==> src/rtl/piezo_pkg.sv <==
// rtl/piezo_pkg.sv - shared types and constants for the piezo tone sequencer
package piezo_pkg;
  localparam int PERIOD_W   = 24;
  localparam int DRV_EN_BIT = 24;
  localparam logic [PERIOD_W:0] DRV_SILENCE = 25'h0;

  typedef enum logic [2:0] {
    S_IDLE     = 3'd0,
    S_LOAD     = 3'd1,
    S_ACK      = 3'd2,
    S_PLAY     = 3'd3,
    S_STOP     = 3'd4,
    S_STOP_ACK = 3'd5
  } state_t;

  // A rest (period 0) is written as a fully silent driver word, enable bit included.
  function automatic logic [PERIOD_W:0] drv_word(input logic [PERIOD_W-1:0] period);
    logic [PERIOD_W:0] w;
    w = DRV_SILENCE;
    if (period != '0) begin
      w[DRV_EN_BIT]         = 1'b1;
      w[PERIOD_W-1:0]       = period;
    end
    return w;
  endfunction
endpackage

==> src/rtl/piezo_note_fifo.sv <==
// rtl/piezo_note_fifo.sv - synchronous note queue with flush and occupancy count
module piezo_note_fifo #(
  parameter int DEPTH = 8,
  parameter int W     = 40
) (
  input  logic                     clock,
  input  logic                     reset,
  input  logic                     push,
  input  logic [W-1:0]             push_data,
  input  logic                     pop,
  input  logic                     flush,
  output logic [W-1:0]             head,
  output logic [$clog2(DEPTH):0]   count
);
  localparam int AW = $clog2(DEPTH);
  localparam int CW = AW + 1;

  logic [W-1:0]  mem [DEPTH];
  logic [AW-1:0] wr_ptr;
  logic [AW-1:0] rd_ptr;
  logic          do_push;
  logic          do_pop;

  // Pop is gated by the pre-cycle count so an empty queue never pops.
  assign do_push = push && (count != CW'(DEPTH)) && !flush;
  assign do_pop  = pop && (count != '0) && !flush;
  assign head    = mem[rd_ptr];

  always_ff @(posedge clock) begin
    if (do_push) mem[wr_ptr] <= push_data;
  end

  always_ff @(posedge clock) begin
    if (!reset || flush) begin
      wr_ptr <= '0;
      rd_ptr <= '0;
      count  <= '0;
    end else begin
      if (do_push) wr_ptr <= wr_ptr + AW'(1);
      if (do_pop)  rd_ptr <= rd_ptr + AW'(1);
      case ({do_push, do_pop})
        2'b10:   count <= count + CW'(1);
        2'b01:   count <= count - CW'(1);
        default: count <= count;
      endcase
    end
  end
endmodule

==> src/rtl/piezo_sequencer.sv <==
// rtl/piezo_sequencer.sv - plays queued notes back-to-back through the piezo driver
module piezo_sequencer
  import piezo_pkg::*;
#(
  parameter int DEPTH    = 8,
  parameter int TICK_DIV = 100000,
  parameter int DUR_W    = 16
) (
  input  logic                     clock,
  input  logic                     reset,
  input  logic                     in_valid,
  input  logic [PERIOD_W-1:0]      in_period,
  input  logic [DUR_W-1:0]         in_duration,
  output logic                     in_ready,
  input  logic                     abort,
  output logic [PERIOD_W:0]        drv_data,
  output logic                     drv_write,
  input  logic                     drv_ready,
  output logic                     busy,
  output logic [$clog2(DEPTH):0]   queue_count,
  output logic                     done
);
  localparam int CW = $clog2(DEPTH) + 1;
  localparam int PW = (TICK_DIV > 1) ? $clog2(TICK_DIV) : 1;
  localparam int FW = PERIOD_W + DUR_W;
  localparam logic [PW-1:0] PRESC_LAST = PW'(TICK_DIV - 1);

  state_t              state;
  logic                live;
  logic [DUR_W-1:0]    note_dur;
  logic [DUR_W-1:0]    ticks;
  logic [PW-1:0]       presc;
  logic [FW-1:0]       head;
  logic [CW-1:0]       count;
  logic                push;
  logic                pop;
  logic                note_end;
  logic [DUR_W-1:0]    head_dur;

  assign in_ready    = live && (count != CW'(DEPTH));
  assign push        = in_valid && in_ready && !abort;
  assign queue_count = count;
  assign busy        = (state != S_IDLE);
  assign head_dur    = head[DUR_W-1:0];
  assign note_end    = (presc == PRESC_LAST) && (ticks == note_dur - DUR_W'(1));
  assign pop         = !abort && (count != '0) &&
                       ((state == S_IDLE) || (state == S_PLAY && note_end));

  piezo_note_fifo #(.DEPTH(DEPTH), .W(FW)) u_fifo (
    .clock     (clock),
    .reset     (reset),
    .push      (push),
    .push_data ({in_period, in_duration}),
    .pop       (pop),
    .flush     (abort),
    .head      (head),
    .count     (count)
  );

  always_ff @(posedge clock) begin
    if (!reset) begin
      live      <= 1'b0;
      state     <= S_IDLE;
      note_dur  <= '0;
      ticks     <= '0;
      presc     <= '0;
      drv_write <= 1'b0;
      drv_data  <= DRV_SILENCE;
      done      <= 1'b0;
    end else begin
      live      <= 1'b1;
      drv_write <= 1'b0;
      done      <= 1'b0;
      if (pop) begin
        // Next note is loaded straight from the queue head; no silence gap.
        note_dur  <= (head_dur == '0) ? DUR_W'(1) : head_dur;
        drv_data  <= drv_word(head[FW-1:DUR_W]);
        drv_write <= 1'b1;
        state     <= S_LOAD;
      end else begin
        case (state)
          S_IDLE: state <= S_IDLE;
          S_LOAD, S_ACK, S_PLAY: begin
            if (abort || (state == S_PLAY && note_end)) begin
              drv_data  <= DRV_SILENCE;
              drv_write <= 1'b1;
              state     <= S_STOP;
            end else if (state == S_LOAD) begin
              state <= S_ACK;
            end else if (state == S_ACK) begin
              if (drv_ready) begin
                presc <= '0;
                ticks <= '0;
                state <= S_PLAY;
              end
            end else if (presc == PRESC_LAST) begin
              presc <= '0;
              ticks <= ticks + DUR_W'(1);
            end else begin
              presc <= presc + PW'(1);
            end
          end
          S_STOP: state <= S_STOP_ACK;
          S_STOP_ACK: begin
            if (drv_ready) begin
              done  <= 1'b1;
              state <= S_IDLE;
            end
          end
          default: state <= S_IDLE;
        endcase
      end
    end
  end
endmodule
==> config.mk <==
export PLATFORM = sky130hd
export DESIGN_NAME = piezo_sequencer
export DESIGN_NICKNAME = d
export VERILOG_FILES = /design/src/rtl/piezo_pkg.sv /design/src/rtl/piezo_note_fifo.sv /design/src/rtl/piezo_sequencer.sv
export SDC_FILE = /design/constraint.sdc
export NUM_CORES = 1
export LEC_CHECK = 0
export ABC_AREA = 1
export BUFFER_PORTS_ARGS = -buffer_cell sky130_fd_sc_hd__clkbuf_2
export CORE_ASPECT_RATIO = 0.5
export CORE_UTILIZATION = 35
export CTS_BUF_LIST = sky130_fd_sc_hd__clkbuf_4 sky130_fd_sc_hd__clkbuf_8
export DETAILED_ROUTE_END_ITERATION = 16
export PLACE_DENSITY = 0.52
export SETUP_SLACK_MARGIN = 0.4
export SLEW_MARGIN = 20
export SYNTH_ARGS = -nofsm -noshare
export SYNTH_HDL_FRONTEND = slang
export SYNTH_SLANG_ARGS = --single-unit
==> constraint.sdc <==
create_clock -name clock -period 3.5 [get_ports clock]
set_input_delay 0.35 -clock clock [delete_from_list [all_inputs] [get_ports clock]]
set_output_delay 0.35 -clock clock [all_outputs]
set_load 0.01 [all_outputs]
==> results.cfg, run 1 <==
[synthesis]
synth-edff-count = 320
seq_area_frac_synth_pct = 66.6
ys_ff_latch = 413
synth.distinct_cells = 41
syn_area_mm2 = 0.0172
synth_ff_type = edfxtp_1
synth_fp_nets = 1673
synth_area_per_cell_um2 = 10.6
yosysWarnings = 0
synth-async-reset-ratio_pct = 0
syn_inst = 1620

[cts]
root_buffer = clkbuf_8
cts.sinks = 413
cts_max_level = 2
path_clk_slew_ns = 0.07
cts_tree = done
insertion_delay_ns = 0.66
cts_inserted_buffers = 60
cts_max_path_buffers = 3

[die]
io_pins = 78
die_x_um = 316
std_cell_rows = 57
dieArea_mm2 = 0.0501
core-area_mm2 = 0.0486
start_util_pct = 35.5
die_height_um = 159

[pwr]
power.density_mw_per_mm2 = 481
clkPwrFrac_pct = 40.2
p_comb_share_pct = 4.7
intPower_w = 0.00747
swShare_pct = 22.9
irDropWorstVdd_mv = 0.276
p_seq_share_pct = 55.0
p_leak_nw = 7.12
switching_power_w = 0.00222

[global_routing]
grt_pass1_vias = 11474
antenna_found_initial = 2
overflow = 0
grt_max_degree = 161
grt_pass1_wl_um = 66000
grt_usage_pct = 16.9

[critical_path]
r2r_slack_ns = 0.76
crit_path_max_incr_delay_ns = 0.37
timing.rr.start = presc[0]
required_ns = 4.02
cp.arrival_ns = 3.25
cp_num_cells = 20
crit_slowest_cell = dfxtp_1
rr_worst_depth = 20
crit_chain = ha_1 > nand3_1 > nor2_1 > nand3_1 > nor2_1 > nand3_1 > nor2_2 > nand3_4 > nand2_2 > nand2_2 > inv_4 > ha_2 > nand2_1 > inv_1 > nor2_1 > ha_1 > a21oi_2 > xor2_1 > o21ai_1 > inv_1
crit_path_end = u_fifo.count[2]
path_buf_inv = 3
critPathLaunch = presc[0]
cp-end-kind = flip-flop
r2r-end = u_fifo.count[2]
worstPathMaxFanout = 7
start_kind = flip-flop
crit_family = simple AND/OR/NAND/NOR gates
path_class = reg2reg

[routing]
drc_errors = 2
vias = 11923
wl_per_cell_um = 17.4
dr.pass1.iters = 13
routed_wl_um = 42400
vias_per_cell = 4.88
drt_iter0_drc = 809
antenna_left = 0

[finish]
fin_nets = 1800
final_common_cell = edfxtp_1
mostFrequentLayoutCells = edfxtp_1 (320), nor2_1 (262), nand2_1 (235)
seq_area_mm2 = 0.0115
fillers = 4614
syn_to_final_growth_pct = 17.0
multi_input_area_mm2 = 0.00519
layout-drive-gt1-share_pct = 14.0

[min_path]
hold_path_class = in2reg

[outcome]
outcome = finished, violations left
failed_checks = design-rule violations

[placement]
dp_slack_ns = 0.559
routabilityCongestion = 0.816
port_buffers = 77
hpwlAfterDp_um = 22900

[sta]
worst_pin_slew_ns = 0.855
min_period_over_period_pct = 78.2
clock_skew_ns = 0.0436
max-slew-margin-rel_pct = 43.0
finalSetupTns_ns = 0
period_needed_ns = 2.74
hold_viol = 0
rsz0062_at_grt = no
drv_slew = 0
timing.final.ws_setup_ns = 0.761
setup_violations = 0
fmax_ghz = 0.365

[job]
maxCapViolations = 0
-- final cells by class --
| cell class | instances | area share, % |
|---|---|---|
| timing repair buffer | 149 | 5.91 |
| antenna | 2 | 0.0248 |
| sequential | 413 | 57.0 |
| multi-input combinational | 1051 | 25.8 |
| tap | 649 | 4.03 |
| clock inverter | 22 | 0.788 |
| clock buffer | 85 | 5.15 |
| inverter | 72 | 1.37 |
-- layer usage --
metal	GRT usage, %	part of all wire [%]
met1	24.0	49
met2	26.9	46
met3	3.02	4.2
met4	3.93	1.6
met5	0	0
-- registers in the layout (all words and copies together) (netlist names), named ones only --
signal         flops
state              3
live               1
done               1
drv_data          25
u_fifo.count       4
presc             17
u_fifo.mem       320
note_dur          16
u_fifo.wr_ptr      3
drv_write          1
u_fifo.rd_ptr      3
ticks             16
-- cells by family (layout without fill, tap and decap cells) --
family | after synthesis | count (layout) | share of synthesized area, %
AO/OA/AOI/OAI | 371 | 371 | 11.7
XOR/XNOR | 31 | 31 | 1.66
adder cells (fa/ha/maj) | 8 | 8 | 0.581
buffers and inverters | 156 | 328 | 3.72
flip-flops | 413 | 413 | 66.6
multiplexers | 8 | 8 | 0.465
other | 0 | 2 | 0
AND/OR/NAND/NOR | 633 | 633 | 15.3
-- cells in the mapped netlist (11+ instances only) --
master / instances / area share, %
clkbuf_1: 64 / 1.4
xor2_1: 19 / 0.97
o22ai_1: 68 / 2.5
nor2_1: 271 / 5.9
inv_1: 65 / 1.4
o21ai_1: 15 / 0.44
nand2_1: 235 / 5.1
nand3_1: 58 / 1.7
o21ai_0: 196 / 5.7
xnor2_1: 11 / 0.56
a21oi_1: 67 / 1.9
edfxtp_1: 320 / 56
nor3_1: 14 / 0.41
dfxtp_1: 93 / 11
or2_0: 16 / 0.58
o221ai_1: 12 / 0.61
-- metrics by stage --
stage          instances  hold slack (ns)  utilization, %  total power [W]  instance area, µm²
2_1_floorplan       1620            0.378               -          0.00569               17200
3_5_place_dp        2292            0.453            38.1          0.00585               18500
4_1_cts             2440           0.0443            41.4          0.00980               20100
5_1_grt             2443           0.0545            41.5           0.0101               20200
6_report            2443           0.0691            41.5          0.00969               20200
3_3_place_gp        2292            0.450            38.1          0.00585               18500
-- repair_timing --
| action | CTS | global route |
|---|---|---|
| endpoints found under the hold margin | 321 | 0 |
| hold buffers | 41 | 0 |
| gates resized for setup | 0 | 10 |
| buffers inserted | 0 | 1 |
| endpoints found under the setup margin | 0 | 4 |
-- power by group through the flow --
stage | logic [W] | registers, W | clock network, W
6_report | 0.000460 | 0.00533 | 0.00390
5_1_grt | 0.000518 | 0.00533 | 0.00423
4_1_cts | 0.000458 | 0.00533 | 0.00401
3_5_place_dp | 0.000418 | 0.00544 | 0
3_3_place_gp | 0.000417 | 0.00544 | 0
2_1_floorplan | 0.000249 | 0.00544 | 0
-- worst min-delay path by stage --
| stage | startpoint | endpoint | depth (start not counted) |
|---|---|---|---|
| 2_1_floorplan | reset | live | 0 |
| 3_3_place_gp | drv_data[13] | drv_data[13] | 2 |
| 3_5_place_dp | drv_data[16] | drv_data[16] | 2 |
| 4_1_cts | reset | presc[10] | 3 |
| 5_1_grt | reset | presc[16] | 3 |
| 6_report | reset | presc[7] | 3 |
-- worst reg2reg max path, cell delays in order, from the launching register on --
cell	delay [ns]
dfxtp_1	0.37
ha_1	0.20
nand3_1	0.14
nor2_1	0.13
nand3_1	0.14
nor2_1	0.12
nand3_1	0.09
nor2_2	0.13
nand3_4	0.12
nand2_2	0.07
nand2_2	0.07
inv_4	0.10
ha_2	0.21
nand2_1	0.06
inv_1	0.08
nor2_1	0.06
ha_1	0.19
a21oi_2	0.12
xor2_1	0.07
o21ai_1	0.13
inv_1	0.04
(Power assumes the default switching activity.)
==> inputs of run 2 (changes only) <==
PLACE_DENSITY = 0.5   (was 0.52)
clock period = 2.8 ns   (was 3.5 ns; I/O delays follow)
==> results.cfg, run 2 (synthesized netlist as in run 1, its figures left out) <==
[global_routing]
overflow = 0
grt_pass1_vias = 11846
grt_max_degree = 91
antenna_found_initial = 1
grt_pass1_wl_um = 68500
grt_usage_pct = 17.7

[sta]
max-slew-margin-rel_pct = 62.1
min_period_over_period_pct = 91.0
clock_skew_ns = 0.0314
finalSetupTns_ns = 0
setup_violations = 0
fmax_ghz = 0.392
drv_slew = 0
period_needed_ns = 2.55
rsz0062_at_grt = yes
hold_viol = 0
worst_pin_slew_ns = 0.552

[finish]
syn_to_final_growth_pct = 20.3
top_regs = u_fifo.mem (320), drv_data (25), presc (17)
layout-drive-gt1-share_pct = 17.8
largest_register = u_fifo.mem
mostFrequentLayoutCells = edfxtp_1 (320), nor2_1 (256), nand2_1 (232)
final_cells = 2476
fin_nets = 1832
fillers = 4628
fin_util_pct = 42.7
largest_reg_flops = 320
final_common_cell = edfxtp_1
final_cell_area_mm2 = 0.0207

[pwr]
p_comb_share_pct = 5.2
p_leak_nw = 7.35
intPower_w = 0.00928
power.density_mw_per_mm2 = 583
irDropWorstVdd_mv = 0.333
swShare_pct = 23.2
power_w = 0.0121
switching_power_w = 0.00281
p_seq_share_pct = 55.2
clkPwrFrac_pct = 39.7

[routing]
vias_per_cell = 4.94
dr.pass1.iters = 10
routed_wl_um = 44400
drc_errors = 2
vias = 12234
antenna_left = 0
drt_iter0_drc = 880
wl_per_cell_um = 17.9

[critical_path]
crit_path_max_incr_delay_ns = 0.38
start_kind = flip-flop
path_buf_inv = 3
path_class = reg2reg
crit_chain = ha_4 > nand3_2 > nor2_1 > nand3_1 > nor2_1 > nand3_1 > nor2_2 > nand3_4 > nand2_2 > nand2_2 > inv_2 > ha_4 > nand2_2 > inv_2 > nor2_2 > ha_1 > a21oi_2 > xor2_1 > o21ai_1 > inv_1
critPathLaunch = presc[0]
cp-end-kind = flip-flop
timing.rr.start = presc[0]
crit_family = simple AND/OR/NAND/NOR gates
worstPathMaxFanout = 3
required_ns = 3.32
cp.arrival_ns = 3.07
crit_top_cell = nand2_2
crit_slowest_cell = dfxtp_2

[die]
die_height_um = 159
core-area_mm2 = 0.0486
io_pins = 78
die_x_um = 316
start_util_pct = 35.5
std_cell_rows = 57
dieArea_mm2 = 0.0501

[placement]
placed_cell_area_mm2 = 0.0187
port_buffers = 77
hpwlAfterDp_um = 24800
placed_cells = 2307
routabilityCongestion = 0.820

[cts]
cts_inserted_buffers = 60
cts_tree = done
path_clk_slew_ns = 0.07
cts_max_path_buffers = 3
root_buffer = clkbuf_8
cts.sinks = 413
cts_max_level = 2
insertion_delay_ns = 0.65

[outcome]
failed_checks = design-rule violations
outcome = finished, violations left

[job]
maxCapViolations = 0

[min_path]
hold_path_class = in2reg
min-delay-start = in_valid
==> run 2: changes by cell type in the layout (fill, tap and decap cells not counted), sizes merged <==
cell | before | now
diode | 2 | 1
clkinv | 16 | 22
buf | 31 | 61
inv | 75 | 74
clkinvlp | 2 | 0
bufinv | 1 | 0
clkbuf | 162 | 164
==> run 2: power groups by stage <==
stage / logic [W] / registers [W] / clock network (W)
after detailed placement: 0.000547 / 0.00680 / 0
after CTS: 0.000613 / 0.00666 / 0.00494
after global placement: 0.000546 / 0.00680 / 0
after global routing: 0.000699 / 0.00667 / 0.00524
final: 0.000625 / 0.00667 / 0.00479
after floorplan: 0.000318 / 0.00680 / 0
==> run 2: routing by layer <==
metal | track usage [%] | up-vias | wire length, µm
li1 | - | 6033 | -
met1 | 25.0 | 5907 | 21100
met2 | 27.9 | 222 | 20400
met3 | 3.08 | 72 | 1890
met4 | 4.79 | 0 | 901
met5 | 0 | - | 0
==> run 2: layout make-up <==
type                            count  area, µm²  share of cell area, %
Sequential cell                   413      11500                   55.5
Multi-Input combinational cell   1051       5420                   26.1
Timing Repair Buffer              181       1550                   7.47
Clock buffer                       85       1040                   5.01
Tap cell                          649        812                   3.92
Inverter                           72        278                   1.34
Clock inverter                     24        131                  0.634
Antenna cell                        1       2.50                 0.0121
==> run 2: worst reg2reg max path: cells and delay by family, from the launching register on <==
family | cells | cell delay [ns]
DFF | 1 | 0.38
buffers and inverters | 3 | 0.20
xor gates and xnor gates | 1 | 0.08
adders and majority gates | 3 | 0.49
AOI/OAI and AO/OA | 2 | 0.24
and+or+nand+nor | 11 | 1.04
==> run 2: through the flow <==
stage / hold WS, ns / worst slack, ns
final: 0.0390 / 0.252
after CTS: 0.0155 / 0.256
after global placement: 0.451 / 0.119
after detailed placement: 0.452 / 0.0875
after global routing: 0.0245 / 0.0330
after floorplan: 0.308 / 0.0596
==> run 2: what timing repair did <==
action / in CTS / in global routing
endpoints found under the hold margin: 322 / 0
gates resized for setup: 25 / 50
hold buffers: 41 / 0
pin swaps: 15 / 16
gates cloned: 0 / 3
endpoints found under the setup margin: 28 / 342
buffers inserted: 6 / 9
==> run 2: path summary, 6_finish.rpt <==
kind / end / slack (ns) / depth (start not counted)
setup / recovery: u_fifo.count[2] / 0.25 / 20
hold / removal: u_fifo.wr_ptr[1] / 0.04 / 3
setup reg to reg: u_fifo.count[2] / 0.25 / 20
hold reg to reg: drv_data[7] / 0.46 / 2
